`src/rtl/mem_arb_pkg.sv`:
```
// Shared types for the unified-memory arbiter: FSM states and grant encoding.
package mem_arb_pkg;

  typedef enum logic [1:0] {
    IDLE   = 2'd0,
    I_WAIT = 2'd1,
    D_WAIT = 2'd2,
    D_WACK = 2'd3
  } arb_state_t;

  typedef enum logic [1:0] {
    GNT_NONE = 2'd0,
    GNT_I    = 2'd1,
    GNT_D    = 2'd2
  } arb_gnt_t;

  // Streak counter width; MAX_D_BURST is limited to 1..15.
  localparam int STREAK_W = 4;

endpackage

```
`src/rtl/mem_arbiter.sv`:
```
// Shares one single-port memory between instruction fetch and load/store.
// Data has priority; a streak limit guarantees fetch progress.
//
// state  | meaning
// IDLE   | arbitrate; a grant issues m_req in this same cycle
// I_WAIT | fetch outstanding, waiting for m_data_valid
// D_WAIT | load outstanding, waiting for m_data_valid
// D_WACK | store accepted at issue edge, pulse d_data_valid once
module mem_arbiter
  import mem_arb_pkg::*;
#(
  parameter int ADDR_WIDTH  = 32,
  parameter int DATA_WIDTH  = 32,
  parameter int MAX_D_BURST = 4
) (
  input  logic                    clk,
  input  logic                    reset_n,
  input  logic                    i_req,
  input  logic [ADDR_WIDTH-1:0]   i_address,
  output logic [DATA_WIDTH-1:0]   i_data_read,
  output logic                    i_data_valid,
  input  logic                    d_req,
  input  logic [ADDR_WIDTH-1:0]   d_address,
  input  logic [DATA_WIDTH-1:0]   d_data_write,
  input  logic [DATA_WIDTH/8-1:0] d_data_wstrb,
  input  logic                    d_write_enable,
  output logic [DATA_WIDTH-1:0]   d_data_read,
  output logic                    d_data_valid,
  output logic                    m_req,
  output logic [ADDR_WIDTH-1:0]   m_address,
  output logic [DATA_WIDTH-1:0]   m_data_write,
  output logic [DATA_WIDTH/8-1:0] m_data_wstrb,
  output logic                    m_write_enable,
  input  logic [DATA_WIDTH-1:0]   m_data_read,
  input  logic                    m_data_valid
);

  localparam logic [STREAK_W-1:0] MAX_STREAK = STREAK_W'(MAX_D_BURST);

  arb_state_t          r_state;
  logic [STREAK_W-1:0] r_streak;
  arb_gnt_t            w_gnt;
  logic                w_starve;
  logic                w_i_ret;
  logic                w_d_ret;

  assign w_starve = i_req && (r_streak == MAX_STREAK);

  always_comb begin
    w_gnt = GNT_NONE;
    if (r_state == IDLE) begin
      if (d_req && !w_starve) w_gnt = GNT_D;
      else if (i_req)         w_gnt = GNT_I;
    end
  end

  always_comb begin
    m_req          = 1'b0;
    m_address      = '0;
    m_data_write   = '0;
    m_data_wstrb   = '0;
    m_write_enable = 1'b0;
    case (w_gnt)
      GNT_I: begin
        m_req     = 1'b1;
        m_address = i_address;
      end
      GNT_D: begin
        m_req          = 1'b1;
        m_address      = d_address;
        m_data_write   = d_data_write;
        m_data_wstrb   = d_data_wstrb;
        m_write_enable = d_write_enable;
      end
      default: ;
    endcase
  end

  // Read data is forwarded straight through in the return cycle, zero otherwise.
  assign w_i_ret      = (r_state == I_WAIT) && m_data_valid;
  assign w_d_ret      = (r_state == D_WAIT) && m_data_valid;
  assign i_data_valid = w_i_ret;
  assign i_data_read  = w_i_ret ? m_data_read : '0;
  assign d_data_valid = w_d_ret || (r_state == D_WACK);
  assign d_data_read  = w_d_ret ? m_data_read : '0;

  always_ff @(posedge clk or negedge reset_n) begin
    if (!reset_n) begin
      r_state  <= IDLE;
      r_streak <= '0;
    end else begin
      case (r_state)
        IDLE: begin
          case (w_gnt)
            GNT_I: begin
              r_state  <= I_WAIT;
              r_streak <= '0;
            end
            GNT_D: begin
              r_state <= d_write_enable ? D_WACK : D_WAIT;
              if (!i_req)                    r_streak <= '0;
              else if (r_streak != MAX_STREAK) r_streak <= r_streak + 1'b1;
            end
            default: if (!i_req) r_streak <= '0;
          endcase
        end
        I_WAIT: if (m_data_valid) r_state <= IDLE;
        D_WAIT: if (m_data_valid) r_state <= IDLE;
        D_WACK: r_state <= IDLE;
        default: r_state <= IDLE;
      endcase
    end
  end

endmodule

```
`config.mk`:
```
export PLATFORM = sky130hd
export DESIGN_NAME = mem_arbiter
export DESIGN_NICKNAME = d
export VERILOG_FILES = /design/src/rtl/mem_arb_pkg.sv /design/src/rtl/mem_arbiter.sv
export SDC_FILE = /design/constraint.sdc
export NUM_CORES = 1
export LEC_CHECK = 0
export BUFFER_PORTS_ARGS = -buffer_cell sky130_fd_sc_hd__buf_4
export CAP_MARGIN = 20
export CORE_AREA = 3 3 104 106
export CTS_CLUSTER_DIAMETER = 120
export DETAILED_ROUTE_END_ITERATION = 16
export DIE_AREA = 0 0 107 109
export PLACE_DENSITY = 0.59
export SLEW_MARGIN = 20
export SYNTH_ARGS = -nofsm -noshare
export SYNTH_HDL_FRONTEND = slang
export SYNTH_SLANG_ARGS = --single-unit
```
`constraint.sdc`:
```
create_clock -name clk -period 2.4 [get_ports clk]
set_clock_uncertainty 0.05 [all_clocks]
set_input_delay 0.36 -clock clk [delete_from_list [all_inputs] [get_ports clk]]
set_output_delay 0.36 -clock clk [all_outputs]
set_load 0.01 [all_outputs]
```
### Yosys cells after proc, flatten, opt, wreduce, memory -nomap -nowiden

Cells that the tools add are included.

* bits of input ports: 138
* output and inout bits: 136
* bits in registers: 6
* word-level logic and storage cells: 43

* reduce and logical (&&, ||, !) cells: 11
* add/subtract/negate cells: 1
* equal/unequal tests: 11
* muxes and demuxes: 18

Operators with widths (number)
* $mux W32: 3
* $pmux W32 S2: 1
* $mux W4: 4
* $pmux W4 S2: 1
* $eq A2 B2 Y1 const B: 3
* $mux W2: 3
* $ne A3 B1 Y1 const B: 2
* $pmux W2 S3: 1
* $add A4 B1 Y4 const B: 1
* $eq A2 B1 Y1 const B: 2
* $eq A4 B3 Y1 const B: 1
* $logic_and A1 B1 Y1: 4
* $mux W1: 4
* $ne A4 B3 Y1 const B: 1
* $pmux W2 S2: 1
* $reduce_or A2 Y1: 2
* $ne A3 B3 Y1 const B: 1
* $reduce_and A3 Y1: 1
* $logic_not A2 Y1: 1
* $ne A2 B1 Y1 const B: 1
* $reduce_and A2 Y1: 1
* $logic_not A1 Y1: 1
* $logic_or A1 B1 Y1: 1

### Longest topological paths before layout

Gate-level depths: netlist (run 1).

* depth in word-level cells: 9
* mapped depth: 10
* mapped depth without buffers: 9

### Worst setup path after synthesis (run 1)

Ideal clock, no wire load.

* path type: register to output
* start point: register r_streak[0]
* end point: output port m_address[0]
* buffers on the path: 2
* data arrival time: 1.821 ns
* data required time: 1.990 ns
* stages on the path, launching flop included: 11
* path slack: 0.169 ns
* path through: dfrtp_1 -> inv_1 -> ha_1 -> and3b_2 -> nand2b_4 -> and3_2 -> ha_1 -> clkbuf_2 -> buf_2 -> a22oi_1 -> nor2_1

* word-level cells in the longest chain between the ends: 8
* elaborated cells between the ends (all ways): 9
* those cells by class: eq/ne (3); mux (3); reduce/logical (3)

RTL lines
* from (decl): RTL line mem_arbiter.sv:41 `logic [STREAK_W-1:0] r_streak;`
* from (signal assigned): RTL line mem_arbiter.sv:102 `else if (r_streak != MAX_STREAK) r_streak <= r_streak + 1'b1;`
* $eq A4 B3 Y1 (*): RTL line mem_arbiter.sv:47 `assign w_starve = i_req && (r_streak == MAX_STREAK);`
* $logic_and A1 B1 Y1 (*): RTL line mem_arbiter.sv:47
* $logic_not A1 Y1 (*): RTL line mem_arbiter.sv:52 `if (d_req && !w_starve) w_gnt = GNT_D;`
* $logic_and A1 B1 Y1 (*): RTL line mem_arbiter.sv:52
* $mux W2 (*): RTL line mem_arbiter.sv:52
* $mux W2 (*): RTL line mem_arbiter.sv:51 `if (r_state == IDLE) begin`
* $eq A2 B2 Y1 / $eq A2 B1 Y1 (equally long branches): RTL line mem_arbiter.sv:63 `case (w_gnt)`
* $pmux W32 S2 (*): RTL line mem_arbiter.sv:63
* to (decl): RTL line mem_arbiter.sv:30 `output logic [ADDR_WIDTH-1:0] m_address,`

Mark *: on every way between the ends. The rest lies on a longest branch, timed or not.

### Worst setup path after layout (run 1)

* start point: register r_streak[1]
* end point: output port m_address[23]

The elaborated chain is that of the path after synthesis.

==> run metrics, run 1 <==
status finished with violations; violations in the final reports setup timing; area post-placement 3790 um2; cell area after layout 4280 um2; estimated wirelength of the detail-placed design 7920 um; GRT Overall Usage 15.5%; Final Routed Wirelength 10700 um; Skew-Pair Late Insertion Delay 0.22 ns; number of unique standard cell types used by synthesis 27; worst IR drop on VDD 0.350 mV; clock buffer count from CTS 3; number of standard cells in the final layout excluding fillers 645; layout overhead on the synthesized area 162%; quantity of I/O buffers inserted on ports 273; clock tree root driver cell clkbuf_8; Final Hold Viols 0; reg-to-reg endpoint r_streak[2]; count of nets left with antenna violations after detail routing 0; upper clock frequency limit 401 MHz; actual transition at the worst max-transition pin 0.471 ns; global route overflow 0; DRC errors left 0; length in cells of the worst reg-to-reg path 11; TritonCTS sink count 6; number of max-slew violations in the final report 0; WP data arrival 2.08 ns; setup violation total in the final timing report 54; time the final worst path needs with I/O delays and setup 2.49 ns; worst r2r src r_streak[1]; Detailed Routing Iterations Pass 1 4; Power Dens Cells 609 nW/um2; Mapped Cells 244; leading area contributor after synthesis and3_1; TritonCTS clock tree done; vertical extent of the die 109 um; RSZ-0062 raised after global routing yes; Initial Util 16.6%; Crit. End Element primary output; post-synthesis register bit count 6; Slowest Stage Delay on Critical Path 0.37 ns; die extent in x 107 um; ratio of routed vias to standard cells 4.41; pin count of the biggest net entering global routing 68; kind of path behind the tightest hold check in2async; Cell Rows 36; overall power consumption 2.61 mW; wire length of the first global-routing pass 14600 um; average wire length per cell after detail routing 16.6 um; nets in the synthesized netlist 391; initial antenna violation count 0; Post-Route Setup TNS -3.17 ns; fin nets 661; ratio of final minimum period to clock period 104%; Lkg Pwr 2.41 nW; vias post-DR 2847; top fanout value on the critical path 8; ordered cell list for the critical path inv_2 -> ha_4 -> and3b_2 -> nand2b_4 -> and3_4 -> ha_4 -> buf_16 -> a22oi_2 -> nor2_1 -> buf_4; Worst Path Class, Setup reg2out; Boundary Pins 274; count of max-cap constraint violations 0; post-synthesis area per instance 6.70 um2; total standard cell area after synthesis 1630 um2; die area 11700 um2; slack of the worst reg-to-reg path 0.36 ns; top library cells by usage in the layout, fill and taps aside 282 x buf_4, 64 x and3_1, 38 x and2_1, 32 x a22oi_2, 31 x nor2_1; clock input transition at the sequential cells of the worst setup and hold paths 0.04 ns; number of antenna diodes 0; Top cell by count, worst path ha_4; Iter 0 DRT Violations 210; synth top area cells and3_1 25%, a22oi_1 15%, and2_1 15%; core area 9860 um2; maximum level of the CTS H-tree 1; required time of the critical path 1.99 ns; kind of launch point of the worst setup path register; Synth Warn # 0; cell with the largest stage delay on the worst path dfrtp_1; vias in the first global route 2667; proportion of netlist area held by the largest area contributor 24.9%; fraction of layout cells with a size suffix above 1 66.8%; portion of the post-synthesis area used by sequential elements 9.19%; final RePlAce weighted congestion 0.784; Max-Slew Margin vs Limit 68.6%; setup slack of the critical path after layout -0.0936 ns; Clock Path Buffers 2; most common cell after layout, fill and taps aside buf_4; cell count after placement 627
stage by stage:
stage / hold slack [ns] / utilization [%] / worst slack [ns]
final: 0.429 / 43.4 / -0.0936
after CTS: 0.424 / 42.5 / -0.0582
after global placement: 0.121 / 38.4 / 0.0600
after floorplan: 0.0144 / - / 0.169
after detailed placement: 0.125 / 38.4 / -0.00873
after global routing: 0.440 / 43.4 / -0.196
per-layer routing:
layer  global-route usage, %  vias to the layer above  routed length (um)
met3                    2.25                       12                 676
met2                    30.3                      113                5920
met4                    2.92                        0                 138
li1                        -                     1401                   -
met5                       0                        -                   0
met1                    18.0                     1321                3950
synth_stat cells, drive strengths merged:
library cell / instances
clkbuf: 13
ha: 9
dfrtp: 6
nand2: 3
nand3: 4
nor2: 32
a21o: 2
o22ai: 1
nor3b: 1
o221ai: 1
and2: 38
nand4: 2
inv: 8
and3: 66
a32o: 1
and3b: 1
buf: 16
mux2i: 1
a22oi: 33
nand2b: 2
o21ai: 4
where the power goes:
group	internal, mW	leakage, nW	total, mW	switching, mW
logic	1.20	2.31	2.31	1.11
registers	0.124	0.0812	0.143	0.0191
clock network	0.108	0.0216	0.151	0.0429
total	1.44	2.41	2.61	1.17
registers in the layout, summed over array words and instances (netlist names):
register,count
r_state,2
r_streak,4
final cells by class:
| cell class | count | area, um2 |
|---|---|---|
| flip-flops and latches | 6 | 150 |
| well taps | 133 | 166 |
| clock buffers | 3 | 41.3 |
| repair buffers | 294 | 2380 |
| fillers | 993 | 5580 |
| inverters | 8 | 30.0 |
| multi-input cells | 201 | 1510 |
how the worst max path moves through the flow:
| stage | startpoint | slack (ns) | cells past startpoint | endpoint |
|---|---|---|---|---|
| 6_report | r_streak[1] | -0.09 | 10 | m_address[23] |
| 5_1_grt | r_streak[1] | -0.20 | 10 | m_address[23] |
| 4_1_cts | r_streak[0] | -0.06 | 10 | m_address[22] |
| 3_5_place_dp | r_streak[0] | -0.009 | 10 | m_address[23] |
| 3_3_place_gp | r_streak[0] | 0.06 | 10 | m_address[8] |
| 2_1_floorplan | r_streak[0] | 0.17 | 10 | m_address[0] |
critical path, delay by kind of cell (launching register included):
family | cells | cell delay (ns)
AOI/OAI and AO/OA | 1 | 0.15
DFF | 1 | 0.37
adders and majority gates | 2 | 0.36
buffers and inverters | 3 | 0.37
and+or+nand+nor | 4 | 0.59
logic make-up after synthesis:
logic type,after synthesis,share of synthesized area (%)
AO/OA/AOI/OAI,42,18.8
adder cells (fa/ha/maj),9,6.89
buffers and inverters,37,11.6
flip-flops,6,9.19
multiplexers,1,0.613
AND/OR/NAND/NOR,149,52.8
repair_timing:
| item | in CTS | in global routing |
|---|---|---|
| hold buffers | 1 | 0 |
| setup buffers | 4 | 3 |
| endpoints found under the setup margin | 70 | 70 |
| resized for setup | 47 | 2 |
| hold endpoints to repair | 6 | 0 |
| gates cloned | 4 | 3 |
| pin swaps | 62 | 34 |
No activity file was read; power rests on OpenSTA's default activity.
==> run 2: changes to the inputs <==
==> constraint.sdc (replaced) <==
create_clock -name clk -period 2.4 [get_ports clk]
set_clock_uncertainty 0.05 [all_clocks]
set_input_delay 0.12 -clock clk [delete_from_list [all_inputs] [get_ports clk]]
set_output_delay 0.12 -clock clk [all_outputs]
set_load 0.01 [all_outputs]
==> run 2 against run 1 <==
The run now ends clean. Sequential share of layout area rose by 0.24 points. Global-route usage fell by 1.5 points. Core utilization fell by 2.8 points. Register-to-register slack improved by 0.07 ns. Largest power group unchanged. Highest routed layer unchanged.
==> run metrics, run 2 (same netlist as run 1, synthesis figures left out) <==
status completed; layout overhead on the synthesized area 145%; estimated wirelength of the detail-placed design 7790 um (-1.7%); fin nets 652 (-1.4%); top register by number of flip-flops r_streak; Sequential cell area 150 um2 (unchanged); Top Registers r_streak: 4 flops, r_state: 2 flops; Skew-Pair Late Insertion Delay 0.22 ns (about the same); area post-placement 3760 um2 (-0.66%); cell area after layout 4000 um2 (-6.5%); final RePlAce weighted congestion 0.839 (+7.0%); GRT Overall Usage 14.0% (-1.5 points); initial antenna violation count 0 (unchanged); FILL cells 1007 (+1.4%); worst IR drop on VDD 0.377 mV (+7.5%); flip-flop count of the largest register, all copies and words added 4 (unchanged); TritonCTS clock tree done; Final Routed Wirelength 10100 um (-5.4%); actual transition at the worst max-transition pin 0.475 ns (+0.00387 ns); required time of the critical path 2.23 ns (+0.24 ns); average wire length per cell after detail routing 15.9 um (-4.1%); Power Dens Cells 578 nW/um2 (-5.0%); number of max-slew violations in the final report 0 (unchanged); Iter 0 DRT Violations 153 (-27%); vias post-DR 2733 (-4.0%); pin count of the biggest net entering global routing 69 (+1.5%); count of nets left with antenna violations after detail routing 0 (unchanged); core area 9860 um2 (unchanged); fraction of layout cells with a size suffix above 1 60.8% (-6.0 points); clock buffer count from CTS 3 (unchanged); upper clock frequency limit 433 MHz (+8.0%); Crit. End Element primary output; Boundary Pins 274 (unchanged); Lkg Pwr 2.33 nW (-3.4%); vias in the first global route 2454 (-8.0%); global route overflow 0 (unchanged); kind of launch point of the worst setup path register; Post-Route Setup TNS 0 ns (+3.17 ns); top fanout value on the critical path 8 (unchanged); Final Hold Viols 0 (unchanged); setup violation total in the final timing report 0 (-100%); top library cells by usage in the layout, fill and taps aside 277 x buf_4, 65 x and3_1, 38 x and2_1, 32 x nor2_1, 21 x a22oi_1; vertical extent of the die 109 um (unchanged); die area 11700 um2 (unchanged); RSZ-0062 raised after global routing no; quantity of I/O buffers inserted on ports 273 (unchanged); maximum level of the CTS H-tree 1 (unchanged); ratio of routed vias to standard cells 4.30 (-2.6%); ratio of final minimum period to clock period 96.2% (-7.7 points); clock input transition at the sequential cells of the worst setup and hold paths 0.04 ns (about the same); number of antenna diodes 0 (unchanged); wire length of the first global-routing pass 13400 um (-8.3%); count of max-cap constraint violations 0 (unchanged); multi-input logic area 1380 um2 (-8.7%); time the final worst path needs with I/O delays and setup 2.31 ns (-0.186 ns); clock tree root driver cell clkbuf_8; DRC errors left 0 (unchanged); Initial Util 16.6% (unchanged); Worst Path Class, Setup reg2out; die extent in x 107 um (unchanged); TritonCTS sink count 6 (unchanged); Cell Rows 36 (unchanged); Max-Slew Margin vs Limit 68.4% (-0.26 points); overall power consumption 2.31 mW (-11%); Clock Path Buffers 2 (unchanged); most common cell after layout, fill and taps aside buf_4; WP data arrival 2.14 ns (+0.06 ns); Detailed Routing Iterations Pass 1 4 (unchanged); kind of path behind the tightest hold check in2reg
==> run 2: worst paths after layout <==
path	startpoint	endpoint	slack (ns)	cells after the start
min in group asynchronous	reset_n	r_streak[2]	0.19	2
min reg2reg	r_streak[3]	r_streak[3]	0.51	2
max in group asynchronous	reset_n	r_state[0]	1.99	2
max	r_streak[1]	m_address[27]	0.09	10
max reg2reg	r_streak[1]	r_streak[2]	0.43	10
min	i_req	r_streak[3]	0.17	3
==> run 2: routing by layer <==
| layer | vias to the layer above | track usage (%) | share of wire, % |
|---|---|---|---|
| met5 | - | 0 | 0 |
| met4 | 0 | 3.11 | 1.9 |
| met3 | 14 | 2.49 | 6.5 |
| met2 | 109 | 26.3 | 54 |
| met1 | 1235 | 16.6 | 37 |
| li1 | 1375 | - | - |
==> run 2: layout make-up <==
class,instances,share of cell area [%]
clock buffer,3,1.03
inverter,8,0.750
multi-input combinational,201,34.4
sequential,6,3.75
tap,133,4.16
timing repair buffer,285,55.9
==> run 2: worst max-delay path, cell delays in order (launching register included) <==
cell,delay (ns)
dfrtp_1,0.36
inv_1,0.07
ha_1,0.17
and3b_2,0.21
nand2b_4,0.13
and3_2,0.23
ha_4,0.19
clkbuf_16,0.17
a22oi_1,0.17
nor2_1,0.07
buf_4,0.14
==> run 2: report_power, final <==
group / total [mW] / leakage (nW) / internal [mW] / switching [mW]
clock: 0.150 / 0.0216 / 0.108 / 0.0426
sequential: 0.142 / 0.0812 / 0.124 / 0.0182
combinational: 2.02 / 2.23 / 1.02 / 1.00
total: 2.31 / 2.33 / 1.25 / 1.06
==> run 2: metrics by stage <==
stage          utilization [%]  setup WS, ns  hold slack [ns]  std cells
2_1_floorplan                -         0.409           -0.226        244
3_3_place_gp              38.1         0.251           -0.120        627
3_5_place_dp              38.1         0.190           -0.118        627
4_1_cts                   38.8       0.00252            0.168        631
5_1_grt                   40.6       0.00142            0.182        636
6_report                  40.6        0.0921            0.172        636
==> run 2: repair_timing <==
action	4_1_cts	5_1_grt
hold buffers	1	0
hold endpoints to repair	6	0
pin swaps	0	0
endpoints found under the setup margin	32	33
resized for setup	3	15
gates cloned	0	4
buffers inserted	0	1
==> run 3: changes to the inputs <==
==> config.mk (replaced) <==
export PLATFORM = sky130hd
export DESIGN_NAME = mem_arbiter
export DESIGN_NICKNAME = d
export VERILOG_FILES = /design/src/rtl/mem_arb_pkg.sv /design/src/rtl/mem_arbiter.sv
export SDC_FILE = /design/constraint.sdc
export NUM_CORES = 1
export LEC_CHECK = 0
export ABC_AREA = 1
export BUFFER_PORTS_ARGS = -buffer_cell sky130_fd_sc_hd__buf_2
export CAP_MARGIN = 20
export CORE_AREA = 3 3 106 108
export CTS_CLUSTER_DIAMETER = 120
export DETAILED_ROUTE_END_ITERATION = 16
export DIE_AREA = 0 0 109 111
export PLACE_DENSITY = 0.58
export SLEW_MARGIN = 20
export SYNTH_ARGS = -nofsm -noshare
export SYNTH_HDL_FRONTEND = slang
export SYNTH_SLANG_ARGS = --single-unit
==> run 3 against run 2 <==
Clock-buffer cell count unchanged. Hold slack better by 0.026 ns. Fmax up 5.7%. Global-route usage down 2.1 points. First-iteration DRC count up 8.5%. Design area down 20%. Core utilization down 9.7 points. Critical path type unchanged. Largest power group unchanged.
==> run metrics, run 3 <==
Synth Warn # 0 (unchanged); post-synthesis async set-or-reset flop share 100% (unchanged); Bufs and invs on worst path 4 (+1); net switching power figure 0.956 mW (-10%); actual transition at the worst max-transition pin 0.347 ns (-0.127 ns); Iter 0 DRT Violations 166 (+8.5%); top library cells by usage in the layout, fill and taps aside 273 x buf_2, 120 x nand2_1, 82 x inv_1, 69 x nor2_1, 33 x a21oi_1; total standard cell area after synthesis 1660 um2 (+1.8%); worst IR drop on VDD 0.236 mV (-37%); post-synthesis area per instance 4.74 um2 (-29%); Boundary Pins 274 (unchanged); top fanout value on the critical path 28 (+20); Lkg Pwr 2.40 nW (+2.7%); Top cell by count, worst path inv_1; clock buffer count from CTS 3 (unchanged); proportion of netlist area held by the largest area contributor 27.1% (+2.2 points); estimated wirelength of the detail-placed design 6930 um (-11%); family of cells with the greatest summed delay on the critical path buffers and inverters; pin count of the biggest net entering global routing 34 (-51%); status completed; TritonCTS sink count 6 (unchanged); TritonCTS clock tree done; fraction of power spent switching nets 54.4% (+8.5 points); cell with the largest stage delay on the worst path dfrtp_1; worst r2r src r_state[0]; Post-Route Setup TNS 0 ns (unchanged); global route overflow 0 (unchanged); number of antenna diodes 0 (unchanged); Worst Path Class, Setup reg2out; count of max-cap constraint violations 0 (unchanged); Worst setup startpoint r_state[0]; setup slack of the critical path after layout 0.217 ns (+0.125 ns); GRT Overall Usage 11.9% (-2.1 points); RSZ-0062 raised after global routing no; core area 10300 um2 (+4.7%); ratio of routed vias to standard cells 3.77 (-12%); Power Dens Cells 552 nW/um2 (-4.5%); number of max-slew violations in the final report 0 (unchanged); vias post-DR 2827 (+3.4%); Initial Util 16.1% (-0.45 points); Final Routed Wirelength 8170 um (-19%); top register by number of flip-flops r_streak; upper clock frequency limit 458 MHz (+5.7%); Detailed Routing Iterations Pass 1 4 (unchanged); primary flip-flop cell chosen by synthesis mapping dfrtp_1; portion of the post-synthesis area used by sequential elements 9.02% (-0.17 points); maximum level of the CTS H-tree 1 (unchanged); die area 12100 um2 (+3.7%); startpoint of the worst hold path i_req; flip-flop count of the largest register, all copies and words added 4 (unchanged); synth top area cells nand2_1 27%, inv_1 18%, nor2_1 16%; WP data arrival 2.01 ns (-0.13 ns); Synth top cells by count 120 x nand2_1, 82 x inv_1, 69 x nor2_1; Crit. End Element primary output; average wire length per cell after detail routing 10.9 um (-31%); Max-Slew Margin vs Limit 76.9% (+8.5 points); initial antenna violation count 0 (unchanged); most common cell after layout, fill and taps aside buf_2; Sequential cell area 150 um2 (unchanged); Slowest Stage Delay on Critical Path 0.41 ns (+0.05 ns); vias in the first global route 2585 (+5.3%); count of nets left with antenna violations after detail routing 0 (unchanged); time the final worst path needs with I/O delays and setup 2.18 ns (-0.125 ns); clock power share 8.5% (+2.0 points); required time of the critical path 2.23 ns (about the same); vertical extent of the die 111 um (+1.8%); layout overhead on the synthesized area 91.4%; leading area contributor after synthesis nand2_1; Mapped Cells 351 (+44%); count leader, synth nand2_1; Clock Path Buffers 2 (unchanged); fraction of layout cells with a size suffix above 1 46.3% (-15 points); minimum setup slack after placement 0.401 ns (+0.210 ns); post-synthesis register bit count 6 (unchanged); setup fix buffers added after clock tree synthesis 0 (unchanged); ordered cell list for the critical path inv_1 -> ha_1 -> nand3_1 -> inv_1 -> ha_2 -> buf_6 -> nand2_1 -> a21oi_1 -> buf_2; EDFF count, synth 0 (unchanged); number of unique standard cell types used by synthesis 16 (-41%); internal power summed over all cells 0.802 mW (-36%); clock input transition at the sequential cells of the worst setup and hold paths 0.04 ns (about the same); fin nets 762 (+17%); kind of path behind the tightest hold check in2reg; final RePlAce weighted congestion 0.804 (-4.2%); kind of launch point of the worst setup path register; part of the total power dissipated in combinational logic 82.9% (-4.5 points); FILL cells 1189 (+18%); Skew-Pair Late Insertion Delay 0.22 ns (about the same); wire length of the first global-routing pass 12000 um (-10%); ratio of final minimum period to clock period 91.0% (-5.2 points); Final Hold Viols 0 (unchanged); die extent in x 109 um (+1.9%); Top Registers r_streak: 4 flops, r_state: 2 flops; sequential share of power 8.6% (+2.4 points); setup violation total in the final timing report 0 (unchanged); Cell Rows 37 (+2.8%); clock tree root driver cell clkbuf_8; DRC errors left 0 (unchanged); multi-input logic area 1050 um2 (-24%); quantity of I/O buffers inserted on ports 273 (unchanged); nets in the synthesized netlist 498 (+27%)
run 3: layout make-up:
cell class / count / area share [%]
inverter: 82 / 9.67
clock buffer: 3 / 1.30
multi-input combinational: 241 / 33.1
sequential: 6 / 4.72
timing repair buffer: 281 / 45.9
tap: 136 / 5.34
run 3: metal layers:
layer	part of all wire, %	global-route usage (%)	vias up
li1	-	-	1522
met1	37	12.5	1144
met2	51	24.2	157
met3	11	2.50	4
met4	0.46	1.09	0
met5	0	0	-
run 3: worst reg2reg max path: cells and delay by family, from the launching register on:
family	cells	cell delay, ns
adders and majority gates	2	0.47
buffers and inverters	3	0.45
and+or+nand+nor	6	0.46
DFF	1	0.41
run 3: cell families after synthesis:
group	Yosys count	share of synthesized area (%)
muxes	1	0.602
adders and majority gates	9	6.77
buffers and inverters	104	27.8
AOI/OAI and AO/OA	35	10.8
xor gates and xnor gates	1	0.526
DFF	6	9.02
and+or+nand+nor	195	44.5
run 3: power by group through the flow:
stage | registers (mW) | logic (mW) | clock network, mW
finish | 0.151 | 1.46 | 0.149
detailed placement | 0.153 | 1.47 | 0
global route | 0.155 | 1.65 | 0.160
floorplan | 0.147 | 0.917 | 0
CTS | 0.151 | 1.48 | 0.154
global placement | 0.149 | 1.48 | 0
run 3: worst paths after layout:
path                            cells after the start            end  slack [ns]
min in group asynchronous                           2     r_state[0]        0.21
worst max register to register                     11     r_state[0]        0.46
worst min-delay path                                3    r_streak[0]        0.20
worst min register to register                      1    r_streak[0]        0.48
worst max-delay path                                9  m_address[26]        0.22
max in group asynchronous                           2    r_streak[0]        1.94
run 3: repair_timing:
| action | in CTS | in global routing |
|---|---|---|
| hold endpoints to repair | 6 | 0 |
| hold buffers | 1 | 0 |
| gates resized for setup | 0 | 2 |
| setup endpoints to repair | 0 | 11 |
run 3: stage by stage:
stage | hold slack (ns) | std cells | power, mW | utilization (%) | cell area, um2
global route | 0.225 | 749 | 1.97 | 30.8 | 3180
detailed placement | -0.0958 | 745 | 1.63 | 30.3 | 3130
finish | 0.198 | 749 | 1.76 | 30.8 | 3180
CTS | 0.202 | 749 | 1.79 | 30.8 | 3180
global placement | -0.0972 | 745 | 1.62 | 30.3 | 3130
floorplan | -0.226 | 351 | 1.06 | - | 1660
